[src/rtl/us_sensor_scheduler.sv]
// us_sensor_scheduler: 3-sensor ultrasonic trigger/echo scan FSM; define US_SCHED_FRONT_PRIORITY_EN to interleave sensor 0 between the others
module us_sensor_scheduler #(
  parameter int WARMUP_CYC = 50,
  parameter int TRIG_CYC   = 500,
  parameter int WINDOW_CYC = 50000,
  parameter int NEAR_CYC   = 29410
) (
  input  logic        clk_50M,
  input  logic        reset,
  input  logic        en,
  input  logic [2:0]  mask,
  input  logic [2:0]  echo_rx,
  output logic [2:0]  trigger,
  output logic [15:0] dist_data,
  output logic [1:0]  dist_idx,
  output logic        dist_valid,
  output logic [2:0]  obstacle,
  output logic        busy,
  output logic [2:0]  state
);
  typedef enum logic [2:0] {
    IDLE   = 3'd0,
    SELECT = 3'd1,
    WARMUP = 3'd2,
    TRIG   = 3'd3,
    LISTEN = 3'd4,
    REPORT = 3'd5
  } state_t;
  localparam logic [15:0] WARM_END = 16'(WARMUP_CYC - 1);
  localparam logic [15:0] TRIG_END = 16'(TRIG_CYC - 1);
  localparam logic [15:0] WIN_END  = 16'(WINDOW_CYC - 1);
  localparam logic [15:0] NEAR     = 16'(NEAR_CYC);
  state_t      state_q, state_d;
  logic [2:0]  sync1_q, sync2_q;
  logic [15:0] cyc_q, cyc_d, cnt_q, cnt_d, dist_data_q, dist_data_d;
  logic [1:0]  sel_q, sel_d, dist_idx_q, dist_idx_d, nxt;
  logic [2:0]  trigger_q, trigger_d, obstacle_q, obstacle_d;
  logic        dist_valid_q, dist_valid_d, busy_q, busy_d, echo;
  assign echo = sync2_q[sel_q];
`ifdef US_SCHED_FRONT_PRIORITY_EN
  logic [1:0] rr_q, rr_d, f, s;
  assign f   = rr_q == 2'd1 ? 2'd2 : 2'd1;
  assign s   = rr_q == 2'd1 ? 2'd1 : 2'd2;
  assign nxt = (mask[0] && sel_q != 2'd0) ? 2'd0 : mask[f] ? f : mask[s] ? s : 2'd0;
  // remember the last non-front sensor so 1 and 2 alternate between visits to 0
  always_comb rr_d = (state_q == SELECT && en && mask != 3'b0 && nxt != 2'd0) ? nxt : rr_q;
  // front-priority rotation pointer
  always_ff @(posedge clk_50M) begin
    if (!reset) rr_q <= 2'd2;
    else rr_q <= rr_d;
  end
`else
  logic [1:0] a, b;
  assign a   = sel_q == 2'd2 ? 2'd0 : sel_q + 2'd1;
  assign b   = a == 2'd2 ? 2'd0 : a + 2'd1;
  assign nxt = mask[a] ? a : mask[b] ? b : sel_q;
`endif
  // next-state, counters and registered outputs for one measurement cycle
  always_comb begin
    state_d     = state_q;
    cyc_d       = cyc_q + 16'd1;
    cnt_d       = cnt_q;
    sel_d       = sel_q;
    dist_data_d = dist_data_q;
    dist_idx_d  = dist_idx_q;
    obstacle_d  = obstacle_q;
    case (state_q)
      IDLE:   state_d = (en && mask != 3'b0) ? SELECT : IDLE;
      SELECT: begin
        state_d = (!en || mask == 3'b0) ? IDLE : WARMUP;
        sel_d   = (!en || mask == 3'b0) ? sel_q : nxt;
        cyc_d   = 16'd0;
      end
      WARMUP: if (cyc_q == WARM_END) begin
        state_d = TRIG;
        cyc_d   = 16'd0;
      end
      TRIG: if (cyc_q == TRIG_END) begin
        state_d = LISTEN;
        cyc_d   = 16'd0;
        cnt_d   = 16'd0;
      end
      LISTEN: begin
        cnt_d = cnt_q + {15'd0, echo};
        if (cyc_q == WIN_END) begin
          state_d              = REPORT;
          dist_data_d          = echo ? 16'hFFFF : cnt_d;
          dist_idx_d           = sel_q;
          obstacle_d[sel_q]    = !echo && cnt_d != 16'd0 && cnt_d < NEAR;
        end
      end
      REPORT:  state_d = SELECT;
      default: state_d = IDLE;
    endcase
    trigger_d    = state_d == TRIG ? 3'b001 << sel_d : 3'b000;
    dist_valid_d = state_d == REPORT;
    busy_d       = state_d != IDLE;
  end
  // state, synchronizer and output registers; sel resets to 2 so sensor 0 is scanned first
  always_ff @(posedge clk_50M) begin
    if (!reset) begin
      state_q      <= IDLE;
      sync1_q      <= 3'b0;
      sync2_q      <= 3'b0;
      cyc_q        <= 16'd0;
      cnt_q        <= 16'd0;
      sel_q        <= 2'd2;
      dist_data_q  <= 16'd0;
      dist_idx_q   <= 2'd0;
      obstacle_q   <= 3'b0;
      trigger_q    <= 3'b0;
      dist_valid_q <= 1'b0;
      busy_q       <= 1'b0;
    end else begin
      state_q      <= state_d;
      sync1_q      <= echo_rx;
      sync2_q      <= sync1_q;
      cyc_q        <= cyc_d;
      cnt_q        <= cnt_d;
      sel_q        <= sel_d;
      dist_data_q  <= dist_data_d;
      dist_idx_q   <= dist_idx_d;
      obstacle_q   <= obstacle_d;
      trigger_q    <= trigger_d;
      dist_valid_q <= dist_valid_d;
      busy_q       <= busy_d;
    end
  end
  assign trigger    = trigger_q;
  assign dist_data  = dist_data_q;
  assign dist_idx   = dist_idx_q;
  assign dist_valid = dist_valid_q;
  assign obstacle   = obstacle_q;
  assign busy       = busy_q;
  assign state      = state_q;
endmodule

[config.mk]
export PLATFORM = sky130hd
export DESIGN_NAME = us_sensor_scheduler
export DESIGN_NICKNAME = d
export VERILOG_FILES = /design/src/rtl/us_sensor_scheduler.sv
export SDC_FILE = /design/constraint.sdc
export NUM_CORES = 1
export LEC_CHECK = 0
export ABC_AREA = 1
export CORE_MARGIN = 1.5
export CORE_UTILIZATION = 54
export CTS_BUF_LIST = sky130_fd_sc_hd__clkbuf_8
export DETAILED_ROUTE_END_ITERATION = 8
export PLACE_DENSITY_LB_ADDON = 0.08
export SYNTH_ARGS = -nofsm -noshare
export SYNTH_HDL_FRONTEND = slang
export SYNTH_SLANG_ARGS = --single-unit
[constraint.sdc]
create_clock -name clk_50M -period 2.55 [get_ports clk_50M]
set_input_delay 0.51 -clock clk_50M [delete_from_list [all_inputs] [get_ports clk_50M]]
set_output_delay 0.51 -clock clk_50M [all_outputs]
set_load 0.02 [all_outputs]
==> metrics.yaml <==
root_buffer: "clkbuf_8"
fin_skew_ns: 0.008159
finalPower_w: 0.002029
ys_async_sr_fraction_pct: 0
grt_antenna_before_repair: 0
synth_area_leaders: "dfxtp_1, nand2_1, inv_1"
gp_congestion: 0.9199
coreArea_um2: 6277
synth_top_area_share_pct: 39.80
seq_power_share_pct: 54.5
firstDrtPassIters: 4
p_sw_w: 0.0004894
crit_buf_inv: 2
finalHoldViolCount: 0
portBuffers: 37
slowest_delay_ns: 0.32
initial_core_util_pct: 55.29
switching_share_pct: 24.12
final_max_slew_viol_count: 0
crit_arrival_ns: 2.53
critPathRequiredTime_ns: 2.78
min_period_over_period_pct: 90.16
synth_area_um2: 3471
clkPwrFrac_pct: 39.5
syn-num-nets: 528
synth_edf_count: 0
grt_pass1_vias: 3090
drt-total-wl_um: 7992
p_per_area_nw_per_um2: 493.4
synth.most_common_cell: "nand2_1"
yosysTopAreaCell: "dfxtp_1"
final_cells: 636
syn_avg_cell_area_um2: 6.753
ant_nets: 0
p_leak_nw: 1.759
vias: 3313
internal_power_w: 0.001540
fin_setup_tns_ns: 0
hold_path.class: "reg -> reg"
die_y_um: 83.17
dieWidth_um: 83.17
detail_route.wl_per_cell_um: 12.57
pin_count: 38
yosys-top-cells-count: "nand2_1, dfxtp_1, inv_1, nor2_1, a21oi_1"
ctsHoldBuffers: 0
synthCells: 514
design_area_um2: 4113
initialDrtViolationCount: 145
crit_chain: "inv_1 -> nor2_2 -> a22oi_1 -> nand2_2 -> ha_1 -> nand2_1 -> inv_1 -> nand2_1 -> nand2_1 -> nand2_1 -> nor2_1 -> nor2_1 -> nand2_1 -> nand2_1 -> nand2_1 -> nand3_2 -> a21oi_1"
grt_max_degree: 27
drc: 0
nets: 568
cap_violations: 0
worstMarginPinSlew_ns: 0.6907
fmax_ghz: 0.4349
place_hpwl_um: 5935
ys_ff_latch: 69
tritoncts: "yes"
finalCriticalPeriod_ns: 2.299
setup_viol: 0
cp_slowest_cell: "dfxtp_1"
critical_path.top_delay_family: "simple AND/OR/NAND/NOR gates"
critPathLaunchType: "register"
clk_pin_slew_worst_paths_ns: 0.07
ys_types: 35
cts_buffer_depth: 2
yosys_warnings: 0
grt.total_usage_pct: 23.99
ys_seq_area_share_pct: 39.80
place_area_um2: 3900
die_area_um2: 6917
crit_type: "reg -> reg"
end_kind: "register"
max-slew-margin-rel_pct: 53.90
synth_flop_cell: "dfxtp_1"
grt_pass1_wl_um: 13630
fin_util_pct: 65.52
peakVddDrop_v: 0.0003283
diodes: 0
cts_sinks: 69
status: "finished clean"
pwr-share-comb_pct: 6.0
cp_max_fo: 5
numCtsBuffers: 9
insertion_delay_ns: 0.34
area_delta_synth_final_pct: 18.49
dp_cells: 618
cpMostUsedCell: "nand2_1"
grt_overflow: 0
viasPerCell: 5.209
rsz0062_at_grt: "false"
rows: 29
htreeDepth: 3
drive_above_1_share_pct: 10.02
## tightest hold or removal path, stage by stage (launching register included)
cell and delay, ns:
dfxtp_1 0.31, nand2_1 0.04, inv_1 0.04
## cell type report
type	count	area, µm²
clock buffer	11	151.4
clock inverter	5	26.28
fill	577	2165
inverter	74	279.0
multi-input combinational	360	1784
sequential	69	1383
tap	77	96.34
timing repair buffer	40	392.9
## power by group through the flow
stage	combinational [W]	clock (W)	sequential [W]
2_1_floorplan	0.0000742	0	0.00113
3_3_place_gp	0.000118	0	0.00113
3_5_place_dp	0.000119	0	0.00113
4_1_cts	0.000120	0.000814	0.00111
5_1_grt	0.000139	0.000859	0.00111
6_report	0.000122	0.000801	0.00111
## metal layers
layer	track usage, %	wire, µm	vias up
li1	-	-	1724
met1	28.70	3573	1494
met2	40.43	3838	72
met3	5.865	316	23
met4	11.36	264	0
met5	0	0	-
## cell families (layout without fill, tap and decap cells)
group | count (synthesis) | after routing | synth area share (%)
and+or+nand+nor | 274 | 275 | 35.69
buffers and inverters | 86 | 130 | 9.553
AOI/OAI and AO/OA | 74 | 74 | 11.64
DFF | 69 | 69 | 39.80
xor gates and xnor gates | 6 | 6 | 1.514
adders and majority gates | 5 | 5 | 1.802
## flip-flops by register name (all words and copies together), names as in the netlist
name        cells
trigger         3
sel_q           2
obstacle        3
sync1_q         3
state           3
sync2_q         3
dist_valid      1
dist_data      16
cyc_q          16
dist_idx        2
cnt_q          16
busy            1
## per-stage QoR
step / setup WS (ns) / hold WS (ns)
floorplan: 0.4658 / 0.3905
finish: 0.2508 / 0.4151
CTS: 0.08090 / 0.4198
global placement: 0.1824 / 0.4001
global route: 0.007795 / 0.4323
detailed placement: 0.09430 / 0.4073
## worst paths after layout
path | startpoint | to | slack, ns | cells after the start
worst max register to register | sel_q[0] | obstacle[2] | 0.25 | 17
worst min-delay path | sync1_q[1] | sync2_q[1] | 0.42 | 2
worst min register to register | sync1_q[1] | sync2_q[1] | 0.42 | 2
worst max-delay path | sel_q[0] | obstacle[2] | 0.25 | 17
## layout by cell type, fill, tap and decap left out, types with 4 or more instances in the layout
master	n
clkinv_2	4
o21ai_0	25
nor3_1	9
nor2_2	7
ha_1	4
inv_1	68
nand4_1	10
dfxtp_1	68
nand3_1	26
clkbuf_8	11
xor2_1	6
nand2_2	8
nor4_1	4
nor2_1	58
nand2_1	134
clkdlybuf4s50_1	37
a21oi_1	35
nor2_4	4
inv_2	6
## timing repair
item                                    4_1_cts  5_1_grt
buffers inserted                              0        1
endpoints found under the setup margin        0        4
gates resized for setup                       0        6
No activity file was read; power rests on OpenSTA's default activity.
